## src/rtl/servo_motion_sequencer.sv

```systemverilog
// Servo motion sequencer: holds one clamped, deadbanded target per servo and
// ramps each command toward it by at most STEP_US per frame, in a 4-cycle burst.
module servo_motion_sequencer #(
    parameter int unsigned CLK_HZ      = 12000000,
    parameter int unsigned FRAME_US    = 20000,
    parameter int unsigned MIN_US      = 650,
    parameter int unsigned MAX_US      = 2600,
    parameter int unsigned CENTER_US   = 1500,
    parameter int unsigned STEP_US     = 10,
    parameter int unsigned DEADBAND_US = 8
) (
    input  logic        CLK,
    input  logic        RST,
    input  logic [1:0]  sel,
    input  logic [11:0] target_us,
    input  logic        target_valid,
    input  logic        hold,
    output logic [11:0] servo0_cmd,
    output logic [11:0] servo1_cmd,
    output logic [11:0] servo2_cmd,
    output logic [11:0] servo3_cmd,
    output logic        frame_tick,
    output logic        busy,
    output logic [3:0]  at_target
);

    localparam int unsigned US_W      = 12;
    localparam int unsigned FRAME_CYC = CLK_HZ / 1000000 * FRAME_US;
    localparam int unsigned CNT_W     = (FRAME_CYC > 1) ? $clog2(FRAME_CYC) : 1;

    localparam logic [US_W-1:0]  MIN_V    = US_W'(MIN_US);
    localparam logic [US_W-1:0]  MAX_V    = US_W'(MAX_US);
    localparam logic [US_W-1:0]  CENTER_V = US_W'(CENTER_US);
    localparam logic [US_W-1:0]  STEP_V   = US_W'(STEP_US);
    localparam logic [US_W-1:0]  DB_V     = US_W'(DEADBAND_US);
    localparam logic [CNT_W-1:0] CNT_LAST = CNT_W'(FRAME_CYC - 1);
    localparam logic signed [US_W:0] STEP_S  = (US_W+1)'(STEP_US);
    localparam logic signed [US_W:0] NSTEP_S = (US_W+1)'(0 - STEP_US);

    typedef enum logic [2:0] {IDLE, UPD0, UPD1, UPD2, UPD3} state_t;

    state_t               state;
    logic [CNT_W-1:0]     cnt;
    logic [US_W-1:0]      tgt [4];
    logic [US_W-1:0]      cmd [4];

    logic [US_W-1:0]      clamped;
    logic [US_W-1:0]      sel_tgt;
    logic [US_W-1:0]      gap;
    logic                 wr_en;
    logic [1:0]           idx;
    logic [US_W-1:0]      cur_t;
    logic [US_W-1:0]      cur_c;
    logic signed [US_W:0] d;
    logic [US_W-1:0]      next_c;

    // Incoming target: clamp to the legal range, then reject jitter inside the deadband
    always_comb begin
        clamped = target_us;
        if (target_us < MIN_V) begin
            clamped = MIN_V;
        end else if (target_us > MAX_V) begin
            clamped = MAX_V;
        end
        sel_tgt = tgt[sel];
        gap     = (clamped > sel_tgt) ? clamped - sel_tgt : sel_tgt - clamped;
        wr_en   = target_valid && (gap > DB_V);
    end

    // Step for the servo owned by the current burst slot; uses pre-write target
    always_comb begin
        case (state)
            UPD1:    idx = 2'd1;
            UPD2:    idx = 2'd2;
            UPD3:    idx = 2'd3;
            default: idx = 2'd0;
        endcase
        cur_t = tgt[idx];
        cur_c = cmd[idx];
        d     = $signed({1'b0, cur_t}) - $signed({1'b0, cur_c});
        if (d > STEP_S) begin
            next_c = cur_c + STEP_V;
        end else if (d < NSTEP_S) begin
            next_c = cur_c - STEP_V;
        end else begin
            next_c = cur_t;
        end
    end

    always_ff @(posedge CLK or posedge RST) begin
        if (RST) begin
            state      <= IDLE;
            cnt        <= '0;
            frame_tick <= 1'b0;
            busy       <= 1'b0;
            at_target  <= 4'b1111;
            for (int i = 0; i < 4; i++) begin
                tgt[i] <= CENTER_V;
                cmd[i] <= CENTER_V;
            end
        end else begin
            if (cnt == CNT_LAST) begin
                cnt        <= '0;
                frame_tick <= 1'b1;
            end else begin
                cnt        <= cnt + CNT_W'(1);
                frame_tick <= 1'b0;
            end

            if (wr_en) begin
                tgt[sel] <= clamped;
            end

            for (int i = 0; i < 4; i++) begin
                at_target[i] <= (cmd[i] == tgt[i]);
            end

            case (state)
                IDLE: begin
                    if (frame_tick && !hold) begin
                        state <= UPD0;
                        busy  <= 1'b1;
                    end
                end
                UPD0: begin
                    cmd[idx] <= next_c;
                    state    <= UPD1;
                end
                UPD1: begin
                    cmd[idx] <= next_c;
                    state    <= UPD2;
                end
                UPD2: begin
                    cmd[idx] <= next_c;
                    state    <= UPD3;
                end
                UPD3: begin
                    cmd[idx] <= next_c;
                    state    <= IDLE;
                    busy     <= 1'b0;
                end
                default: begin
                    state <= IDLE;
                    busy  <= 1'b0;
                end
            endcase
        end
    end

    assign servo0_cmd = cmd[0];
    assign servo1_cmd = cmd[1];
    assign servo2_cmd = cmd[2];
    assign servo3_cmd = cmd[3];

endmodule

```

## config.mk

```make
export PLATFORM = sky130hd
export DESIGN_NAME = servo_motion_sequencer
export DESIGN_NICKNAME = d
export VERILOG_FILES = /design/src/rtl/servo_motion_sequencer.sv
export SDC_FILE = /design/constraint.sdc
export NUM_CORES = 1
export LEC_CHECK = 0
export ABC_AREA = 1
export BUFFER_PORTS_ARGS = -buffer_cell sky130_fd_sc_hd__buf_2
export CAP_MARGIN = 20
export CORE_MARGIN = 5
export CORE_UTILIZATION = 35
export DETAILED_ROUTE_END_ITERATION = 10
export HOLD_SLACK_MARGIN = 0.1
export PLACE_DENSITY_LB_ADDON = 0.3
export SYNTH_ARGS = -nofsm -noshare
export SYNTH_HDL_FRONTEND = slang
export SYNTH_SLANG_ARGS = --single-unit
```

## constraint.sdc

```tcl
create_clock -name CLK -period 5.4 [get_ports CLK]
set_clock_uncertainty 0.2 [all_clocks]
set_input_delay 1.62 -clock CLK [delete_from_list [all_inputs] [get_ports CLK]]
set_output_delay 1.62 -clock CLK [all_outputs]
set_load 0.02 [all_outputs]
```

Word-level counts from Yosys, hierarchy flattened --
Index checks and enable logic that the tools add are counted.
Storage, ports and cells: flip-flop bits (word level) 123, input bits 18, output and inout port bits 54
Cells by class: add/subtract/negate cells 6, magnitude comparators 10, eq/ne operators 10, muxes and demuxes 27, bitwise gates (word level) 3, reductions and logical operators 9
Operators with widths (number):
- $mux W12 | 13
- $bwmux W48 | 2
- $bmux W12 S2 | 3
- $demux W12 S2 | 2
- $eq A12 B12 Y1 | 4
- $sub A12 B12 Y12 | 2
- $add A18 B1 Y18 const B | 1
- $eq A18 B18 Y1 const B | 1
- $mux W18 | 1
- $gt A13 B5 Y1 const B | 1
- $lt A13 B5 Y1 const B | 1
- $sub A12 B12 Y13 | 1
- $add A12 B4 Y12 const B | 1
- $gt A12 B12 Y1 | 1
- $gt A12 B12 Y1 const B | 1
- $gt A12 B4 Y1 const B | 1
- $lt A12 B10 Y1 const B | 1
- $pmux W3 S4 | 1
- $sub A12 B4 Y12 const B | 1
- $eq A3 B2 Y1 const B | 2
- $ge A3 B3 Y1 const B | 2
- $lt A3 B1 Y1 const B | 2
- $not A2 Y3 | 2
- $pmux W2 S3 | 1
- 13 further kinds | 17

Depth between registers and ports, before layout --
word-level depth 11, mapped depth 28

Worst setup path after synthesis --
OpenSTA, ideal clock, no wires.
path kind input port to flip-flop, start point in target_us[8], end point reg tgt[33] (netlist bit), arrival 4763 ps, setup slack 319 ps, cell stages on the path 23, path through or2_2 -> nor2_1 -> a21oi_1 -> o21ai_2 -> inv_1 -> nor3_1 -> inv_1 -> ha_1 -> buf_2 -> nand2_1 -> nor2_4 -> nand3_1 -> nand2_2 -> buf_6 -> nand2_1 -> nand2_1 -> nand3_1 -> nor2_1 -> nand3_2 -> buf_6 -> buf_6 -> nand4_1 -> nand2_1
Between the ends: cells in the longest elaborated chain, start to end 7
RTL lines:
- start: declaration | line 15 | input logic [11:0] target_us,
- $gt A12 B12 Y1 | line 62 | end else if (target_us > MAX_V) begin
- $mux W12 | line 62
- $mux W12 (*) | line 60 | if (target_us < MIN_V) begin
- named net clamped[4] | line 47 | logic [US_W-1:0] clamped;
- $sub A12 B12 Y12 / $gt A12 B12 Y1 (equally long branches) | line 66 | gap = (clamped > sel_tgt) ? clamped - sel_tgt : sel_tgt - clamped;
- $mux W12 (*) | line 66
- $gt A12 B4 Y1 (*) | line 67 | wr_en = target_valid && (gap > DB_V);
- $logic_and A1 B1 Y1 (*) | line 67
- end signal: indexed assignment | line 111 | tgt[sel] <= clamped;
- end: declaration | line 44 | logic [US_W-1:0] tgt [4];
The timed path passes the listed nets; every way through them passes the cells marked *. A chain may end at the register's enable or synchronous reset.

Worst setup path after layout --
start point in target_us[8], end point reg tgt[19] (netlist bit)
Same word-level chain as after synthesis.

==> impl_metrics.json <==
{
  "status": "finished, final reports clean",
  "final-setup-viol-count": 0,
  "critical_path_class": "in2reg",
  "detail-route-antenna-nets": 0,
  "gp_congestion": 0.958,
  "p_leak_uw": 0.00593,
  "port-buffer-count": 71,
  "period_needed_ns": 5.03,
  "dieArea_um2": 31500,
  "min_path_type": "reg2reg",
  "reg2reg_to": "servo3_cmd[2]$_DFFE_PP1P_",
  "yosys.area.top_type": "nand2_1",
  "rsz0062_at_grt": "no",
  "power_uw": 3510,
  "die_y_um": 178,
  "drt_pass1_iterations": 5,
  "min_to": "cnt[0]$_DFF_PP0_",
  "ir_drop_mv": 0.237,
  "min_from": "cnt[0]$_DFF_PP0_",
  "synth_edf_count": 0,
  "synth_cell_types": 41,
  "grt_pass1_wl_um": 54000,
  "ys_async_sr_fraction": 1.00,
  "multi_input_area_um2": 5760,
  "placed_cells": 1896,
  "r2r_slack_ns": 0.74,
  "synth_area_um2": 9830,
  "cts_htree_levels": 4,
  "grt_pass1_vias": 9629,
  "cts_root_buf": "clkbuf_16",
  "grtUsageTotal": 0.220,
  "clock_latency_ns": 0.43,
  "clock_sinks": 123,
  "drive_above_1_share": 0.164,
  "netlist.area_leader.share": 0.184,
  "antenna_found_initial": 1,
  "synthCells": 1459,
  "die_w_um": 178,
  "dominantRegCellSynth": "dfrtp_1",
  "synth_area_per_cell_um2": 6.74,
  "cts_tree": "built",
  "r2r-start": "state[1]$_DFFE_PP0P_",
  "drc": 0,
  "yosysWarnings": 0,
  "clkTransAtPathRegs_ns": 0.06,
  "io_pins": 72,
  "grt_overflow": 0,
  "slew_viol_final": 0,
  "startpoint_type": "primary input",
  "arrival_ns": 5.19,
  "cp_max_fo": 12,
  "holdPathStages": 1,
  "synth.ff_latch_count": 123,
  "row_count": 61,
  "final-instance-count-excl-fill": 1929,
  "postCtsSetupRepairBufs": 0,
  "cap_violations": 0,
  "critPathCaptureType": "register",
  "seq_area_um2": 3150,
  "post_dp_cell_area_um2": 10700,
  "areaGrowthSynthToFinish_pct": 15.8,
  "start_util": 0.354,
  "powerDensity_nw_per_um2": 308,
  "dp_hpwl_um": 27000,
  "diodes": 0,
  "ctsLongestPathBuffers": 2,
  "maxSlewHeadroom": 0.389,
  "cts_made_buffers": 17,
  "wl_um": 34600,
  "hold_viol_final": 0,
  "core_um2": 27800,
  "synth_area_leaders": "nand2_1, dfrtp_1, dfstp_2",
  "holdWs_ns": 0.259,
  "n_fill_cell": 2945,
  "vias_per_cell": 5.16,
  "max_freq_ghz": 0.199,
  "synth_nets": 1518,
  "ys_seq_area_frac": 0.321,
  "nets": 1597,
  "wire_per_inst_um": 17.9,
  "worstPathRequired_ns": 5.56,
  "reg2reg_depth": 24,
  "grt_max_degree": 84,
  "final_cell_area_um2": 11400,
  "first_iter_violations": 950,
  "vias": 9961,
  "worstMarginPinSlew_ns": 0.916,
  "period_share": 0.931
}
area by class of cell:
class                   instances  share of cell area
multi-input cells            1113               0.506
flip-flops and latches        123               0.277
repair buffers                114              0.0624
inverters                     169              0.0560
well taps                     378              0.0416
clock buffers                  20              0.0410
clock inverters                12              0.0160
synthesized netlist by cell type, types with 3 or more instances:
| library cell | count |
|---|---|
| nor4_1 | 4 |
| nand2_2 | 7 |
| o21ai_2 | 4 |
| fa_1 | 3 |
| xnor2_1 | 49 |
| o221ai_1 | 4 |
| xor2_1 | 22 |
| dfrtp_1 | 63 |
| buf_4 | 5 |
| a21oi_1 | 59 |
| nor2_4 | 4 |
| nand3_2 | 8 |
| o21ai_1 | 12 |
| buf_6 | 7 |
| inv_2 | 8 |
| inv_1 | 161 |
| nand2_1 | 483 |
| clkbuf_1 | 20 |
| o21ai_0 | 21 |
| nor2_2 | 12 |
| nor3_1 | 22 |
| o21a_1 | 14 |
| buf_2 | 13 |
| nor2_1 | 110 |
| buf_1 | 9 |
| nand4_1 | 72 |
| ha_1 | 38 |
| dfstp_2 | 60 |
| nand3_1 | 127 |
| o21bai_1 | 4 |
| and3_1 | 3 |
| o22ai_1 | 19 |
critical path, stage by stage:
cell and delay [ns]:
buf_2 0.11, or2_2 0.30, o41ai_1 0.32, nand3_1 0.15, inv_1 0.10, nor2_1 0.05
inv_1 0.05, ha_1 0.19, inv_1 0.07, fa_1 0.42, nand3_1 0.10, nand2_1 0.12
nand3_1 0.11, nand3_2 0.09, nand2_2 0.19, inv_2 0.12, nand2_1 0.08, nand4_1 0.08
nor2_1 0.14, nand3_2 0.20, nand3_1 0.38, nand2_1 0.10, nand2_1 0.08
cell families after synthesis:
logic type                 after synthesis  synth area share
DFF                                    123             0.321
xor gates and xnor gates                71            0.0632
and+or+nand+nor                        859             0.384
adders and majority gates               41            0.0545
AOI/OAI and AO/OA                      142            0.0840
buffers and inverters                  223            0.0940
where the power goes:
group	internal (µW)	switching (µW)
combinational	390	747
sequential	1010	108
clock	813	438
total	2210	1290
layout by cell type, fill, tap and decap left out, types with 38 or more instances in the layout:
cell and count:
a21oi_1 59, buf_2 71, buf_4 41, dfrtp_1 63, dfstp_2 60, ha_1 38
inv_1 160, nand2_1 483, nand3_1 126, nand4_1 72, nor2_1 110, xnor2_1 49
registers in the layout, summed over array words and instances, names as in the netlist:
signal / flops
busy: 1
at_target: 4
servo1_cmd: 12
servo0_cmd: 12
servo2_cmd: 12
tgt: 48
state: 3
servo3_cmd: 12
cnt: 18
frame_tick: 1
layer usage:
layer	vias to the layer above	routed length, µm	share of wire	GRT usage
met1	4653	14500	0.42	0.275
met4	2	1470	0.043	0.0912
met2	340	16800	0.49	0.383
li1	4886	-	-	-
met5	-	7	0.00020	0
met3	80	1750	0.051	0.0305
metrics by stage:
step,setup TNS (ns),utilization,worst slack (ns)
final,0,0.410,0.372
after global routing,0,0.410,0.00526
after CTS,0,0.409,0.378
after detailed placement,-0.321,0.385,-0.0430
after global placement,0,0.385,0.0581
after floorplan,0,-,0.319
worst max path at each step:
stage	start	to	slack [ns]
floorplan	target_us[8]	tgt[33]$_DFFE_PP0P_	0.32
global placement	target_us[8]	tgt[21]$_DFFE_PP0P_	0.06
detailed placement	target_us[8]	tgt[0]$_DFFE_PP0P_	-0.04
CTS	target_us[8]	tgt[0]$_DFFE_PP0P_	0.38
global route	target_us[8]	tgt[22]$_DFFE_PP1P_	0.005
finish	target_us[8]	tgt[19]$_DFFE_PP1P_	0.37
what timing repair did:
action	CTS	global route
endpoints found under the setup margin	0	6
hold buffers	0	0
gates resized for setup	0	1
Power figures use the tool's default switching activity.
